[src/rtl/rom_rd_arbiter.sv]
// Three-client arbiter for the single SDRAM ROM read port, with toggle handshakes
// on every side and an optional one-entry last-read buffer.
module rom_rd_arbiter #(
    parameter bit RR    = 1'b1,
    parameter bit REUSE = 1'b1
) (
    input  logic        clk,
    input  logic        init_n,
    input  logic        m68k_req,
    output logic        m68k_ack,
    input  logic [23:1] m68k_a,
    output logic [15:0] m68k_q,
    input  logic        z80_req,
    output logic        z80_ack,
    input  logic [23:1] z80_a,
    output logic [15:0] z80_q,
    input  logic        dma_req,
    output logic        dma_ack,
    input  logic [23:1] dma_a,
    output logic [15:0] dma_q,
    input  logic        inval,
    output logic        romrd_req,
    input  logic        romrd_ack,
    output logic [23:1] romrd_a,
    input  logic [15:0] romrd_q
);

    typedef enum logic [1:0] {S_IDLE, S_HIT, S_WAIT} state_t;

    localparam logic [1:0] ID_M68K = 2'd0;
    localparam logic [1:0] ID_Z80  = 2'd1;
    localparam logic [1:0] ID_DMA  = 2'd2;

    state_t      state_q;
    logic [1:0]  sel_q;
    logic [1:0]  last_q;
    logic [2:0]  ack_q;
    logic [15:0] cq_q [3];
    logic        romrd_req_q;
    logic [23:1] romrd_a_q;
    logic        buf_valid_q;
    logic [23:1] buf_addr_q;
    logic [15:0] buf_data_q;
    logic        dirty_q;

    logic [2:0]  req_vec;
    logic [2:0]  pend;
    logic [1:0]  grant_id;
    logic [1:0]  cand;
    logic        found;
    logic [23:1] grant_addr;
    logic        grant_hit;

    function automatic logic [1:0] next_id(input logic [1:0] id);
        return (id == ID_DMA) ? ID_M68K : id + 2'd1;
    endfunction

    assign req_vec = {dma_req, z80_req, m68k_req};
    assign pend    = req_vec ^ ack_q;

    // Round-robin starts one past the last grant; fixed priority always starts at m68k.
    always_comb begin
        // NOTE: every always_comb output gets a default first so no path infers a latch.
        grant_id = ID_M68K;
        found    = 1'b0;
        cand     = RR ? next_id(last_q) : ID_M68K;
        for (int k = 0; k < 3; k++) begin
            if (!found && pend[cand]) begin
                grant_id = cand;
                found    = 1'b1;
            end
            cand = next_id(cand);
        end
    end

    always_comb begin
        case (grant_id)
            ID_M68K: grant_addr = m68k_a;
            ID_Z80:  grant_addr = z80_a;
            default: grant_addr = dma_a;
        endcase
        grant_hit = REUSE && buf_valid_q && !inval && (grant_addr == buf_addr_q);
    end

    // NOTE: sequential state uses non-blocking assignments only.
    always_ff @(posedge clk or negedge init_n) begin
        if (!init_n) begin
            state_q     <= S_IDLE;
            sel_q       <= ID_M68K;
            last_q      <= ID_DMA;
            ack_q       <= '0;
            // NOTE: the client data registers are visible outputs, so they are reset too.
            for (int i = 0; i < 3; i++) cq_q[i] <= '0;
            romrd_req_q <= 1'b0;
            romrd_a_q   <= '0;
            buf_valid_q <= 1'b0;
            buf_addr_q  <= '0;
            buf_data_q  <= '0;
            dirty_q     <= 1'b0;
        end else begin
            if (inval) buf_valid_q <= 1'b0;
            case (state_q)
                S_IDLE: begin
                    if (found) begin
                        sel_q  <= grant_id;
                        last_q <= grant_id;
                        if (grant_hit) begin
                            state_q <= S_HIT;
                        end else begin
                            romrd_a_q   <= grant_addr;
                            romrd_req_q <= ~romrd_req_q;
                            dirty_q     <= 1'b0;
                            state_q     <= S_WAIT;
                        end
                    end
                end
                S_HIT: begin
                    cq_q[sel_q]  <= buf_data_q;
                    ack_q[sel_q] <= req_vec[sel_q];
                    state_q      <= S_IDLE;
                end
                S_WAIT: begin
                    if (romrd_ack == romrd_req_q) begin
                        cq_q[sel_q]  <= romrd_q;
                        ack_q[sel_q] <= req_vec[sel_q];
                        buf_addr_q   <= romrd_a_q;
                        buf_data_q   <= romrd_q;
                        // Any invalidate seen while the read was in flight makes this data stale.
                        buf_valid_q  <= !(inval || dirty_q);
                        state_q      <= S_IDLE;
                    end else if (inval) begin
                        dirty_q <= 1'b1;
                    end
                end
                default: state_q <= S_IDLE;
            endcase
        end
    end

    assign m68k_ack  = ack_q[0];
    assign z80_ack   = ack_q[1];
    assign dma_ack   = ack_q[2];
    assign m68k_q    = cq_q[0];
    assign z80_q     = cq_q[1];
    assign dma_q     = cq_q[2];
    assign romrd_req = romrd_req_q;
    assign romrd_a   = romrd_a_q;

endmodule
[config.mk]
export PLATFORM = sky130hd
export DESIGN_NAME = rom_rd_arbiter
export DESIGN_NICKNAME = d
export VERILOG_FILES = /design/src/rtl/rom_rd_arbiter.sv
export SDC_FILE = /design/constraint.sdc
export NUM_CORES = 1
export LEC_CHECK = 0
export CAP_MARGIN = 20
export CORE_ASPECT_RATIO = 2
export CORE_UTILIZATION = 50
export CTS_CLUSTER_DIAMETER = 50
export DETAILED_ROUTE_END_ITERATION = 10
export DONT_BUFFER_PORTS = 1
export PLACE_DENSITY_LB_ADDON = 0.05
export SETUP_SLACK_MARGIN = 0.02
export SLEW_MARGIN = 20
export SYNTH_ARGS = -nofsm -noshare
export SYNTH_HDL_FRONTEND = slang
export SYNTH_SLANG_ARGS = --single-unit
[constraint.sdc]
create_clock -name clk -period 6.7 [get_ports clk]
set_input_delay 0.67 -clock clk [delete_from_list [all_inputs] [get_ports clk]]
set_output_delay 0.67 -clock clk [all_outputs]
set_load 0.01 [all_outputs]
Word level (Yosys, flattened, before mapping):

Cells that the tools add are included.

* register bits after elaboration: 122
* input bits: 92
* output and inout bits: 75
* logic and storage cells: 102

* $add $sub $neg: 3
* magnitude comparators: 7
* equality and inequality tests: 13
* muxes and demuxes: 41
* bitwise gates (word level): 4
* reduce and logical (&&, ||, !) cells: 21

Operators by type and width (count)
* bitwise mux 48 bit: 2
* one-hot mux 48 bit (2 select lines): 1
* two-way mux 48 bit: 1
* one-hot mux 23 bit (2 select lines): 1
* demux 16 bit (select 2 bit): 1
* == test 23 bit: 1
* two-way mux 2 bit: 9
* two-way mux 16 bit: 1
* two-way mux 1 bit: 15
* less-than comparator 2 x 3 -> 1 bit, second input constant: 4
* != test 2 bit, second input constant: 5
* binary-select mux 1 bit (select 2 bit): 4
* == test 2 bit, second input constant: 4
* AND reduction 2 bit: 4
* adder 2 x 1 -> 2 bit, second input constant: 3
* logical AND 1 bit: 6
* one-hot mux 3 bit (2 select lines): 1
* AND reduction 5 bit: 1
* == test 2 x 1 -> 1 bit, second input constant: 2
* logical NOT 1 bit: 4
* logical NOT 2 bit: 2
* one-hot mux 2 bit (2 select lines): 1
* nonzero test 2 bit: 2
* bitwise mux 3 bit: 1
* 12 further kinds: 13

Depth between registers and ports, before layout:

* word-level depth: 18
* mapped depth: 14
* mapped depth without buffers: 9

Least setup slack after synthesis:

OpenSTA, ideal clock, no wires.

* kind: input-to-reg
* start: in z80_req
* end: reg romrd_a_q (netlist bit romrd_a[13])
* setup time: 0.125 ns
* arrival: 3.278 ns
* required time: 6.575 ns
* slack: 3.297 ns
* stages on the path: 12
* cell sequence: xor2_1 or3_4 and2_4 buf_6 o221ai_2 xor2_1 o2111ai_1 or4_1 o21ba_1 buf_6 buf_6 mux2_4

* word-level cells in the longest chain between the ends: 16
* elaborated cells on any way between the ends: 24
* classes of those cells: 2 x eq/ne; 13 x mux; 2 x bitwise; 7 x reduce/logical

RTL lines
* start, declared: line 13 `input logic z80_req,`
* XOR 3 bit *: line 59 `assign pend = req_vec ^ ack_q;`
* binary-select mux 1 bit (select 2 bit): line 68 `if (!found && pend[cand]) begin`
* two-way mux 1 bit (implied by the code): line 68
* two-way mux 1 bit: line 68
* logical NOT 1 bit: line 68
* logical AND 1 bit: line 68
* two-way mux 1 bit: line 68
* logical NOT 1 bit: line 68
* logical AND 1 bit: line 68
* two-way mux 2 bit: line 68
* == test 2 x 1 -> 1 bit / logical NOT 2 bit (equally long branches): line 77 `case (grant_id)`
* one-hot mux 23 bit (2 select lines): line 77
* == test 23 bit: line 82 `grant_hit = REUSE && buf_valid_q && !inval && (grant_addr == buf_addr_q);`
* logical AND 1 bit: line 82
* NOT 1 bit (no line)
* AND reduction 3 bit (no line)
* end signal, assigned: line 110 `romrd_a_q <= grant_addr;`
* end, declared: line 40 `logic [23:1] romrd_a_q;`

Mark *: on every way between the ends. The rest lies on a longest branch, timed or not. The select of a mux whose other input is x is not followed.
A chain may end at the register's enable or synchronous reset.

Final worst setup path:

* start: reg ack_q[0]
* end: reg romrd_a_q (netlist bit romrd_a[12])

* word-level cells in the longest chain between the ends: 16
* elaborated cells on any way between the ends: 24
* classes of those cells: 2 x eq/ne; 13 x mux; 2 x bitwise; 7 x reduce/logical

RTL lines
* start, declared: line 37 `logic [2:0] ack_q;`
* start signal, assigned by index: line 119 `ack_q[sel_q] <= req_vec[sel_q];`
* start signal, assigned by index: line 125 `ack_q[sel_q] <= req_vec[sel_q];`
* XOR 3 bit *: line 59
* binary-select mux 1 bit (select 2 bit): line 68
* two-way mux 1 bit (implied by the code): line 68
* two-way mux 1 bit: line 68
* logical NOT 1 bit: line 68
* logical AND 1 bit: line 68
* two-way mux 1 bit: line 68
* logical NOT 1 bit: line 68
* logical AND 1 bit: line 68
* two-way mux 2 bit: line 68
* == test 2 x 1 -> 1 bit / logical NOT 2 bit (equally long branches): line 77
* one-hot mux 23 bit (2 select lines): line 77
* == test 23 bit: line 82
* logical AND 1 bit: line 82
* NOT 1 bit (no line)
* AND reduction 3 bit (no line)

Marked as above.

==> metrics.md <==
| Metric | Value |
|---|---|
| Outcome | finished clean |
| Initial Util | 51.3% |
| Clock power frac | 21.3% |
| Pleak | 2.75 nW |
| First-pass GRT wire length | 24900 um |
| Setup crit start kind | flop |
| Gpl congestion | 0.977 |
| Psw | 1.76 mW |
| Critical path origin | ack_q[0]$_DFFE_PN0P_ |
| DIE WIDTH | between 70 and 80 um |
| # H-tree levels | 4 |
| Post-CTS Setup Repair Bufs | 0 |
| Synth top area share | between 50% and 60% |
| Inserted Clock Buffers | 17 |
| Post-route minimum period | 4.26 ns |
| Diodes inserted | 0 |
| Relative slew slack | 39.7% |
| Clock slew at reported path FFs | 0.06 ns |
| Port Buffers | 0 |
| Vias in the first global route | 4686 |
| Final setup violation count | 0 |
| CP Class | flop to flop |
| Register share of total power | 36.8% |
| Asr flop ratio synth | 100% |
| Int Power | 2.41 mW |
| GRT Total Usage | 27.7% |
| Final HPWL DP | ~11000 um |
| CTS tree | built |
| Root Buffer | clkbuf_16 |
| RR Startpoint | ack_q[0]$_DFFE_PN0P_ |
| Post-route ant nets | 0 |
| Die Area | about 0.012 mm^2 |
| Syn avg cell area | 10.5 um^2 |
| Yosys cell types | 60 |
| Slew at the pin with the worst max-slew slack | 0.904 ns |
| Sequential cell area fraction in the yosys report | 52.3% |
| Setup TNS | 0 ns |
| DRT Wirelength | 15900 um |
| Largest net degree at the start of global routing | 121 |
| Uppermost layer routed | met4 |
| Flop2flop setup slack | 2.44 ns |
| Syn Inst Count | 553 |
| F_max | 235 MHz |
| Tcrit/Tclk final | 63.6% |
| Layout area overhead | 12.3% |
| Critical Path AT | 4.56 ns |
| # fillers | 1007 |
| Worst Hold Class | primary input to async pin |
| Power, Total | around 4.2 mW |
| Area of the core | 0.0113 mm^2 |
| CTS Buffer Depth | 2 |
| EDFF count, synth | 0 |
| Yosys reg bits | ~120 |
| Met2 WL | 8590 um |
| Reg2Reg Capture Point | romrd_a[12]$_DFFE_PN0P_ |
| Starting DRT DRC Count | 178 |
| FP Rows | 55 |
| Warning count from the yosys run | 0 |
| Critical Path RT | 7.00 ns |
| Overflow after GRT | 0 |
| DRC | 0 |
| DR vias/cell | 6.05 |
| Area leader, netlist | dfrtp_1 |
| Clk_skew | 0.0232 ns |
| Worst Setup EP | romrd_a[12]$_DFFE_PN0P_ |
| M1 WL | 5280 um |
| Net Sw Frac | 42.1% |
| R2r worst-path depth | 10 |
| Initial antenna violation count | 0 |
| Nets | 644 |
| IO Pins | 167 |
| Slew Limit Fails | 0 |
| Max Fanout on Critical Path | 19 |
| Comb power frac | roughly two fifths |
| Layout cell share with drive strength beyond 1 | 18.1% |
| Synth top area cells | dfrtp_1 (52%), a21oi_1 (5.4%), nor2_1 (4.9%), mux2_2 (4.9%), mux2i_1 (4.5%) |
| Sink Count | 121 |
| DR WL/cell | 22.5 um |
| Worst-Skew Late Latency | 0.42 ns |
| Routed vias | roughly 4300 |
| Unrepaired setup endpoints after global routing | no |
| Worst vdd ir | 0.000308 V |
| Die Y-Extent | 154 um |
| Cell Area, Synth | 0.00579 mm^2 |
| Top FF cell, synth | dfrtp_1 |
| Critical path capture point type | flop |
| Pre-antenna DRT Iters | 4 |
| Syn_nets | approximately 650 |
| MaxCap Viol Count | 0 |
| Fin. Hold Viols | 0 |
| Wire length on met3 | 1220 um |
| Pwr/cell area | roughly 640 mW/mm^2 |
==> routing by layer <==
metal	track usage, %	vias up
li1	-	1968
met1	27.7	2070
met2	49.4	190
met3	7.72	44
met4	17.6	0
met5	0	-
==> sequential cells by signal, summed over array words and instances, names as in the netlist <==
name,count
buf_addr_q,23
m68k_q,16
sel_q,2
state_q,2
buf_valid_q,1
ack_q,3
dma_q,16
last_q,1
buf_data_q,16
romrd_req,1
romrd_a,23
z80_q,16
dirty_q,1
==> how the worst min path moves through the flow <==
stage | from | end | cells past startpoint
2_1_floorplan | init_n | ack_q[0]$_DFFE_PN0P_ | 0
3_3_place_gp | init_n | romrd_a[19]$_DFFE_PN0P_ | 0
3_5_place_dp | init_n | buf_addr_q[15]$_DFFE_PN0P_ | 0
4_1_cts | init_n | last_q[1]$_DFFE_PN1P_ | 0
5_1_grt | init_n | last_q[1]$_DFFE_PN1P_ | 0
6_report | init_n | last_q[1]$_DFFE_PN1P_ | 0
==> what timing repair did <==
item                                   in CTS  in global routing
hold buffers                                1                  0
gates resized for setup                     0                  0
endpoints found under the hold margin     120                  0
==> stage by stage <==
| stage | instance area, um^2 | hold slack (ns) | instances | util, % | worst slack (ns) |
|---|---|---|---|---|---|
| 2_1_floorplan | 5790 | 0.374 | 553 | - | 3.30 |
| 3_3_place_gp | 5900 | 0.377 | 674 | 52.3 | 2.41 |
| 3_5_place_dp | 5900 | 0.377 | 674 | 52.3 | 2.32 |
| 4_1_cts | 6500 | 0.0779 | 706 | 57.6 | 2.43 |
| 5_1_grt | 6500 | 0.0768 | 706 | 57.6 | 2.27 |
| 6_report | 6500 | 0.101 | 706 | 57.6 | 2.44 |
==> power groups by stage <==
stage	Sequential (mW)	Combinational (mW)	Clock, mW
2_1_floorplan	1.43	1.40	0
3_3_place_gp	1.54	1.69	0
3_5_place_dp	1.55	1.74	0
4_1_cts	1.54	1.76	0.909
5_1_grt	1.58	1.93	0.938
6_report	1.53	1.75	0.888
==> cells by family (layout without fill, tap and decap cells) <==
kind of cell | Yosys count | after routing | synth area share, %
buf+inv | 60 | 71 | 4.48
compound gates | 145 | 145 | 16.3
xor+xnor | 13 | 13 | 2.23
flops | 121 | 121 | 52.3
mux | 65 | 65 | 12.6
simple gates | 149 | 149 | 12.0
==> cell usage in the layout (no fill, tap or decap), types with 2 or more instances in the layout <==
cell type,instances
o221a_1,2
xor2_1,5
clkinvlp_4,2
nor4_1,5
o22ai_1,20
bufinv_16,2
a2111oi_0,2
buf_4,7
o22ai_2,2
or2_2,7
o21ai_0,25
nor2_1,75
mux2_4,8
inv_6,3
and4_1,2
dfrtp_1,120
inv_1,32
a21oi_1,62
clkinv_4,3
mux2i_1,26
mux2_2,25
a31oi_1,2
or3_1,2
nor3_1,7
nand2_1,21
mux2_1,6
or2_1,4
nor3_2,3
o22a_1,2
nand4_1,4
o32ai_1,2
o221ai_1,3
clkbuf_16,17
o221a_2,7
clkinv_2,4
xnor2_1,6
and2_1,5
o221ai_2,3
nand2b_1,5
==> worst max-delay path, cell delays in order, from the launching register on <==
cell,delay [ns]
dfrtp_1,0.48
xor2_2,0.24
a22oi_2,0.34
and2_1,0.78
o221ai_2,0.19
xor2_1,0.28
o2111ai_1,0.15
or4_1,0.58
o21ba_1,0.42
buf_4,0.33
mux2_1,0.34
==> cell type report <==
type	count	area, um^2	share of cell area [%]
inverters	32	120	1.85
repair buffers	8	80.1	1.23
flip-flops and latches	121	3030	46.6
multi-input cells	372	2520	38.8
clock inverters	14	148	2.27
well taps	142	178	2.73
clock buffers	17	425	6.54
==> synthesized netlist by cell type (5+ instances only) <==
cell	number
dfrtp_1	120
nor2_1	76
a21oi_1	62
inv_1	32
mux2i_1	26
mux2_2	25
o21ai_0	25
nand2_1	21
o22ai_1	20
clkbuf_1	19
nor3_1	10
mux2_4	8
o221a_2	7
or2_2	7
mux2_1	6
xnor2_1	6
and2_1	5
nand2b_1	5
nor4_1	5
xor2_1	5
Note: power is estimated with default switching activity, not from simulation.
